===== config.mk =====
export PLATFORM = sky130hd
export DESIGN_NAME = int_latch_encoder
export DESIGN_NICKNAME = d
export VERILOG_FILES = /design/src/rtl/int_latch_encoder.sv
export SDC_FILE = /design/constraint.sdc
export NUM_CORES = 1
export LEC_CHECK = 0
export CAP_MARGIN = 5
export CORE_AREA = 4 4 68 51
export DETAILED_ROUTE_END_ITERATION = 8
export DIE_AREA = 0 0 72 55
export PLACE_DENSITY = 0.8
export SLEW_MARGIN = 10
export SYNTH_ARGS = -nofsm -noshare
export SYNTH_HDL_FRONTEND = slang
export SYNTH_SLANG_ARGS = --single-unit
export TNS_END_PERCENT = 50

===== constraint.sdc =====
create_clock -name SIM_CLK -period 2.7 [get_ports SIM_CLK]
set_clock_uncertainty 0.05 [all_clocks]
set_input_delay 0.675 -clock SIM_CLK [delete_from_list [all_inputs] [get_ports SIM_CLK]]
set_output_delay 0.675 -clock SIM_CLK [all_outputs]
set_load 0.005 [all_outputs]

===== src/rtl/int_latch_encoder.sv =====
// Sticky interrupt latch with mask and priority encoder; holds one request until ACK.
// Optional ack timeout is built only when INT_TIMEOUT_EN is defined.
module int_latch_encoder #(
  parameter int NSRC    = 8,
  parameter int CODE_W  = 3,
  parameter int TMO_CNT = 15
) (
  input  logic              SIM_CLK,
  input  logic              SIM_RST,
  input  logic              V1,
  input  logic [NSRC-1:0]   INTSRC,
  input  logic              MASK_WR,
  input  logic [NSRC-1:0]   MASK_D,
  input  logic              ACK,
  output logic              INTREQ,
  output logic [CODE_W-1:0] INTCODE,
  output logic [NSRC-1:0]   PEND,
  output logic              OVRN,
  output logic              TMO
);

  typedef enum logic [1:0] {IDLE, REQ, CLR} state_t;

  if ((1 << CODE_W) < NSRC) begin : g_bad_code_w
    $error("CODE_W too narrow for NSRC");
  end
  if (TMO_CNT < 1 || TMO_CNT > 15) begin : g_bad_tmo_cnt
    $error("TMO_CNT must fit the 4-bit timeout counter");
  end

  function automatic logic [CODE_W-1:0] lowest_index(input logic [NSRC-1:0] vec);
    logic [CODE_W-1:0] idx;
    idx = '0;
    for (int i = NSRC - 1; i >= 0; i--) begin
      if (vec[i]) idx = CODE_W'(i);
    end
    return idx;
  endfunction

  state_t            state, state_nxt;
  logic [NSRC-1:0]   mask;
  logic [NSRC-1:0]   prev;
  logic [NSRC-1:0]   rise;
  logic [NSRC-1:0]   clr;
  logic [NSRC-1:0]   pend_nxt;
  logic [NSRC-1:0]   req_vec;
  logic [CODE_W-1:0] code_nxt;
  logic              tmo_hit;

  assign rise     = INTSRC & ~prev;
  assign req_vec  = PEND & mask;
  // A rise on the bit being cleared must survive, so rise is OR'd in after the clear.
  assign pend_nxt = (PEND & ~clr) | rise;
  assign INTREQ   = (state == REQ);

  always_comb begin
    state_nxt = state;
    code_nxt  = INTCODE;
    clr       = '0;
    if (V1) begin
      case (state)
        IDLE: begin
          if (|req_vec) begin
            state_nxt = REQ;
            code_nxt  = lowest_index(req_vec);
          end
        end
        REQ: begin
          if (ACK)          state_nxt = CLR;
          else if (tmo_hit) state_nxt = IDLE;
        end
        CLR: begin
          clr       = {{(NSRC-1){1'b0}}, 1'b1} << INTCODE;
          state_nxt = IDLE;
        end
        default: state_nxt = IDLE;
      endcase
    end
  end

  always_ff @(posedge SIM_CLK or posedge SIM_RST) begin
    if (SIM_RST) begin
      state   <= IDLE;
      INTCODE <= '0;
      PEND    <= '0;
      prev    <= '0;
      mask    <= '0;
      OVRN    <= 1'b0;
    end else begin
      state   <= state_nxt;
      INTCODE <= code_nxt;
      if (MASK_WR) begin
        mask <= MASK_D;
        OVRN <= 1'b0;
      end
      if (V1) begin
        prev <= INTSRC;
        PEND <= pend_nxt;
        if (|(rise & PEND)) OVRN <= 1'b1;
      end
    end
  end

`ifdef INT_TIMEOUT_EN
  logic [3:0] tmo_cnt;

  assign tmo_hit = (state == REQ) && (tmo_cnt == 4'(TMO_CNT - 1));

  always_ff @(posedge SIM_CLK or posedge SIM_RST) begin
    if (SIM_RST) begin
      tmo_cnt <= '0;
      TMO     <= 1'b0;
    end else begin
      if (MASK_WR) TMO <= 1'b0;
      if (V1) begin
        if (state == IDLE && state_nxt == REQ) begin
          tmo_cnt <= '0;
        end else if (state == REQ && !ACK) begin
          tmo_cnt <= tmo_cnt + 4'd1;
          if (tmo_hit) TMO <= 1'b1;
        end
      end
    end
  end
`else
  assign tmo_hit = 1'b0;
  assign TMO     = 1'b0;
`endif

endmodule

==> impl_metrics.tcl, run 1 <==
set metrics [dict create \
    status "complete, no violations" \
    syn_nets 152 \
    start_util 0.4995 \
    num_vias 1154 \
    nets 190 \
    drtIter0Drc 95 \
    ir_drop_mv 0.3712 \
    yosysSeqAreaShare 0.5440 \
    gp_congestion 0.8503 \
    ys_warn_count 0 \
    cts_resized 0 \
    synth_area_sq_mm 0.001380 \
    grt_pass1_vias 1237 \
    drv_cap 0 \
    setup_violations 0 \
    grt_max_degree 31 \
    path_clk_slew_ns 0.06 \
    die_h_um 55 \
    finalPower_w 0.001478 \
    core_sq_mm 0.002763 \
    grt_pass1_wl_mm 5.623 \
    crit_path_max_fanout 5 \
    ios 35 \
    worst_hold_slack_ns 0.4034 \
    period_share 0.8045 \
    drv_slew 0 \
    holdCritPathClass "flip-flop to flip-flop" \
    critPathKind "flip-flop to output pin" \
    final.setup.tns_ns 0 \
    synthCells 131 \
    max_freq_mhz 460.4 \
    dpl.hpwl_mm 2.455 \
    layout_common_cells "clkdlybuf4s50_1, dfrtp_1, nand2_1, o21ai_0" \
    cts.path.max_buffers 2 \
    path_buf_inv 1 \
    p_per_area_mw_per_mm2 796.7 \
    cts.sinks 30 \
    antenna_cells 0 \
    cp_top_family "buffers and inverters" \
    multi_input_area_sq_um 566.8 \
    period_needed_ns 2.172 \
    startpoint_type "flip-flop" \
    synth_cell_types 30 \
    drive_gt1_frac 0.1412 \
    ant_nets 0 \
    synth_area_per_cell_sq_um 10.53 \
    cts_made_buffers 5 \
    cts_setup_buffers 0 \
    area_growth_pct 34.45 \
    clockRootBuffer "clkbuf_8" \
    fillers 215 \
    routed_wirelength_mm 3.267 \
    grtUsageTotal 0.1940 \
    first_pass_iters 4 \
    die_area_sq_mm 0.003960 \
    worstPathRequired_ns 1.98 \
    cp_cell_sequence "nor2b_1 > clkdlybuf4s50_1" \
    placed_cells 198 \
    postCtsHoldBufs 0 \
    cts_tree "yes" \
    num_rows 16 \
    hold_violations 0 \
    final_common_cell "clkdlybuf4s50_1" \
    wl_per_cell_um 15.86 \
    end_kind "output pin" \
    p_leak_nw 0.7646 \
    antenna_found_initial 0 \
    slowest_delay_ns 0.52 \
    overflow 0 \
    layout.cells.non_filler 206 \
    port_buffers 33 \
    cp_slowest_cell "clkdlybuf4s50_1" \
    drc 0 \
    clk_latency_ns 0.28 \
    die_x_um 72 \
    regArea_sq_um 750.7 \
    worstPathArrival_ns 1.45 \
    synth_seq_cells 30 \
    rsz0062_at_grt "false" \
    vias_per_cell 5.602 \
    htreeDepth 2 \
]
flip-flops by register name (all words and copies together), names as in the netlist:
name,count
OVRN,1
state,2
INTCODE,3
prev,8
mask,8
PEND,8
cells in the mapped netlist (all sizes together):
library cell / n / area [sq um]
dfrtp: 30 / 750.7
o21ai: 25 / 125.1
nand2: 15 / 58.81
inv: 11 / 41.29
mux2: 9 / 101.4
nand3: 7 / 35.03
a21oi: 6 / 33.78
a22oi: 5 / 52.55
buf: 3 / 17.52
a31oi: 2 / 12.51
a32oi: 2 / 17.52
nand2b: 2 / 12.51
nor2b: 2 / 12.51
o31ai: 2 / 15.01
a21o: 1 / 7.510
a32o: 1 / 10.01
and3b: 1 / 8.760
clkbuf: 1 / 3.750
conb: 1 / 3.750
nand4b: 1 / 8.760
nand4bb: 1 / 11.26
nor2: 1 / 6.260
nor3b: 1 / 18.77
o21a: 1 / 15.01
metal layers:
metal	wire, um	track usage	share of wire
met3	268	0.08303	0.082
met1	1460	0.2338	0.45
met2	1464	0.3079	0.45
met4	73	0.08750	0.022
met5	0	0	0
worst paths after layout:
| kind | from | cells after the start | to | slack [ns] |
|---|---|---|---|---|
| hold / removal | prev[5] | 1 | PEND[5] | 0.40 |
| setup reg to reg | PEND[1] | 4 | state[0] | 1.33 |
| max in group asynchronous | SIM_RST | 3 | OVRN | 1.61 |
| setup / recovery | state[0] | 2 | INTREQ | 0.53 |
| hold reg to reg | prev[5] | 1 | PEND[5] | 0.40 |
| min in group asynchronous | SIM_RST | 3 | prev[6] | 0.71 |
final cells by class:
cell class,count,share of cell area
flip-flops and latches,30,0.4046
multi-input cells,86,0.3055
repair buffers,35,0.1861
clock buffers,7,0.04113
well taps,36,0.02428
inverters,11,0.02225
clock inverters,1,0.01618
cell families (layout without fill, tap and decap cells):
family	after synthesis	after routing	share of synthesized area
flops	30	30	0.5440
mux	9	9	0.07344
compound gates	45	45	0.2094
other cells	1	1	0.002717
simple gates	31	31	0.1251
buf+inv	15	54	0.04533
worst reg2reg max path, stage by stage, from the launching register on:
cell     delay [ns]
dfrtp_1        0.44
a22oi_1        0.30
nand2_2        0.11
o21a_4         0.22
a21o_1         0.15
report_power, final:
| group | internal (W) | leakage (nW) | switching, W |
|---|---|---|---|
| sequential | 0.000532 | 0.335 | 0.000127 |
| clock | 0.000276 | 0.0524 | 0.000158 |
| combinational | 0.000231 | 0.377 | 0.000154 |
| total | 0.00104 | 0.765 | 0.000440 |
through the flow:
| step | worst slack (ns) | utilization | cell area, sq um |
|---|---|---|---|
| floorplan | 1.338 | - | 1380 |
| CTS | 0.5116 | 0.6716 | 1856 |
| detailed placement | 0.5330 | 0.6332 | 1749 |
| global route | 0.4544 | 0.6716 | 1856 |
| global placement | 0.5955 | 0.6332 | 1749 |
| finish | 0.5278 | 0.6716 | 1856 |
Power figures use the tool's default switching activity.
==> run 2, diff against run 1 <==
--- a/config.mk
+++ b/config.mk
@@ -6,10 +6,10 @@
 export NUM_CORES = 1
 export LEC_CHECK = 0
 export CAP_MARGIN = 5
-export CORE_AREA = 4 4 68 51
+export CORE_AREA = 4 4 70 52
 export DETAILED_ROUTE_END_ITERATION = 8
-export DIE_AREA = 0 0 72 55
-export PLACE_DENSITY = 0.8
+export DIE_AREA = 0 0 74 56
+export PLACE_DENSITY = 0.76
 export SLEW_MARGIN = 10
 export SYNTH_ARGS = -nofsm -noshare
 export SYNTH_HDL_FRONTEND = slang
==> constraint.sdc (replaced) <==
create_clock -name SIM_CLK -period 2.21 [get_ports SIM_CLK]
set_clock_uncertainty 0.05 [all_clocks]
set_input_delay 0.5525 -clock SIM_CLK [delete_from_list [all_inputs] [get_ports SIM_CLK]]
set_output_delay 0.5525 -clock SIM_CLK [all_outputs]
set_load 0.005 [all_outputs]
==> run 2 against run 1 <==
Global-route usage fell by 2.9 points. Wire length fell by 5.9%. Total power rose by 14%. Critical path depth did not move. Register-to-register slack got worse by 0.46 ns. Clock power fell by 3%. Sequential power rose by 21%. Sequential cell count did not move. Critical path type unchanged. Highest routed layer unchanged.
==> impl_metrics.tcl, run 2 (synthesized netlist as in run 1, its figures left out) <==
set metrics [dict create \
    status "complete, no violations" \
    setup_violations 0 \
    hold_violations 0 \
    drv_cap 0 \
    antenna_cells 0 \
    final_common_cell "clkdlybuf4s50_1" \
    critPathKind "flip-flop to output pin" \
    postCtsHoldBufs 0 \
    ir_drop_mv 0.5027 \
    layout_common_cells "clkdlybuf4s50_1, dfrtp_1, nand2_1, o21ai_0" \
    worstPathRequired_ns 1.61 \
    crit_path_max_fanout 5 \
    cts_tree "yes" \
    ff2ff_setup_slack_ns 0.87 \
    end_kind "output pin" \
    regArea_sq_um 750.7 \
    cts.sinks 30 \
    p_leak_nw 0.7553 \
    fillers 241 \
    port_buffers 33 \
    core_sq_mm 0.003042 \
    multi_input_area_sq_um 566.8 \
    nets 190 \
    routed_wirelength_mm 3.074 \
    grt_max_degree 31 \
    cts_resized 0 \
    antenna_found_initial 0 \
    drc 0 \
    cts_setup_buffers 0 \
    die_area_sq_mm 0.004144 \
    ios 35 \
    htreeDepth 2 \
    drtIter0Drc 45 \
    top_regs "PEND (8), mask (8), prev (8)" \
    max_freq_mhz 493.0 \
    startpoint_type "flip-flop" \
    cts_made_buffers 5 \
    wl_per_cell_um 14.92 \
    p_per_area_mw_per_mm2 919.7 \
    grt_pass1_wl_mm 5.147 \
    grtUsageTotal 0.1653 \
    layout.cells.non_filler 206 \
    holdCritPathClass "flip-flop to flip-flop" \
    cts.path.max_buffers 2 \
    clockRootBuffer "clkbuf_8" \
    die_x_um 74 \
    fin_ws_ns 0.1817 \
    num_rows 17 \
    period_needed_ns 2.028 \
    num_vias 1115 \
    dpl.hpwl_mm 2.311 \
    die_h_um 56 \
    clk_latency_ns 0.27 \
    drv_slew 0 \
    first_pass_iters 4 \
    ant_nets 0 \
    placed_cells 200 \
    vias_per_cell 5.413 \
    worstPathArrival_ns 1.43 \
    overflow 0 \
    final.setup.tns_ns 0 \
    grt_pass1_vias 1081 \
    start_util 0.4537 \
    drive_gt1_frac 0.1429 \
    rsz0062_at_grt "false" \
    path_clk_slew_ns 0.06 \
    period_share 0.9178 \
    pre_cts_ws_ns 0.2573 \
    area_growth_pct 32.91 \
    gp_congestion 0.8229 \
]
[run 2: cell types whose count changed in the layout (fill, tap and decap cells not counted)]
cell       delta
bufinv_16     -1
clkbuf_8      +1
clkbuf_1      -2
[run 2: path summary, 6_finish.rpt]
check                          from      end  depth (start not counted)
min                         prev[5]  PEND[5]                          1
max reg2reg                 PEND[2]     OVRN                          5
max                        state[0]   INTREQ                          2
min reg2reg                 prev[5]  PEND[5]                          1
min in group asynchronous   SIM_RST  prev[6]                          3
max in group asynchronous   SIM_RST  mask[4]                          3
[run 2: worst max-delay path, cell delays in order, from the launching register on]
cell             delay (ns)
dfrtp_1                0.45
nor2b_1                0.19
clkdlybuf4s50_1        0.52
[run 2: per-layer routing]
metal	share of wire	GRT usage
met5	0	0
met4	0.0033	0.04651
met3	0.065	0.06679
met2	0.45	0.2197
met1	0.49	0.2440
[run 2: power breakdown]
group	internal [W]	switching, W	total (W)
Combinational	0.000282	0.000183	0.000465
Clock	0.000239	0.000182	0.000421
Sequential	0.000650	0.000150	0.000800
Total	0.00117	0.000515	0.00169
[run 2: per-stage QoR]
stage                     area [sq um]  total power, W  utilization  hold WS [ns]
after floorplan                   1380        0.001016            -        0.3731
after global placement            1752        0.001264       0.5759        0.3801
after detailed placement          1752        0.001276       0.5759        0.3867
after CTS                         1834        0.001705       0.6030        0.3944
after global routing              1834        0.001802       0.6030        0.4087
final                             1834        0.001687       0.6030        0.3959
[run 2: area by class of cell]
class                      count  share of cell area
timing repair buffer          35              0.1883
sequential                    30              0.4093
multi-input combinational     86              0.3090
inverter                      11             0.02251
tap                           38             0.02592
clock buffer                   6             0.04502
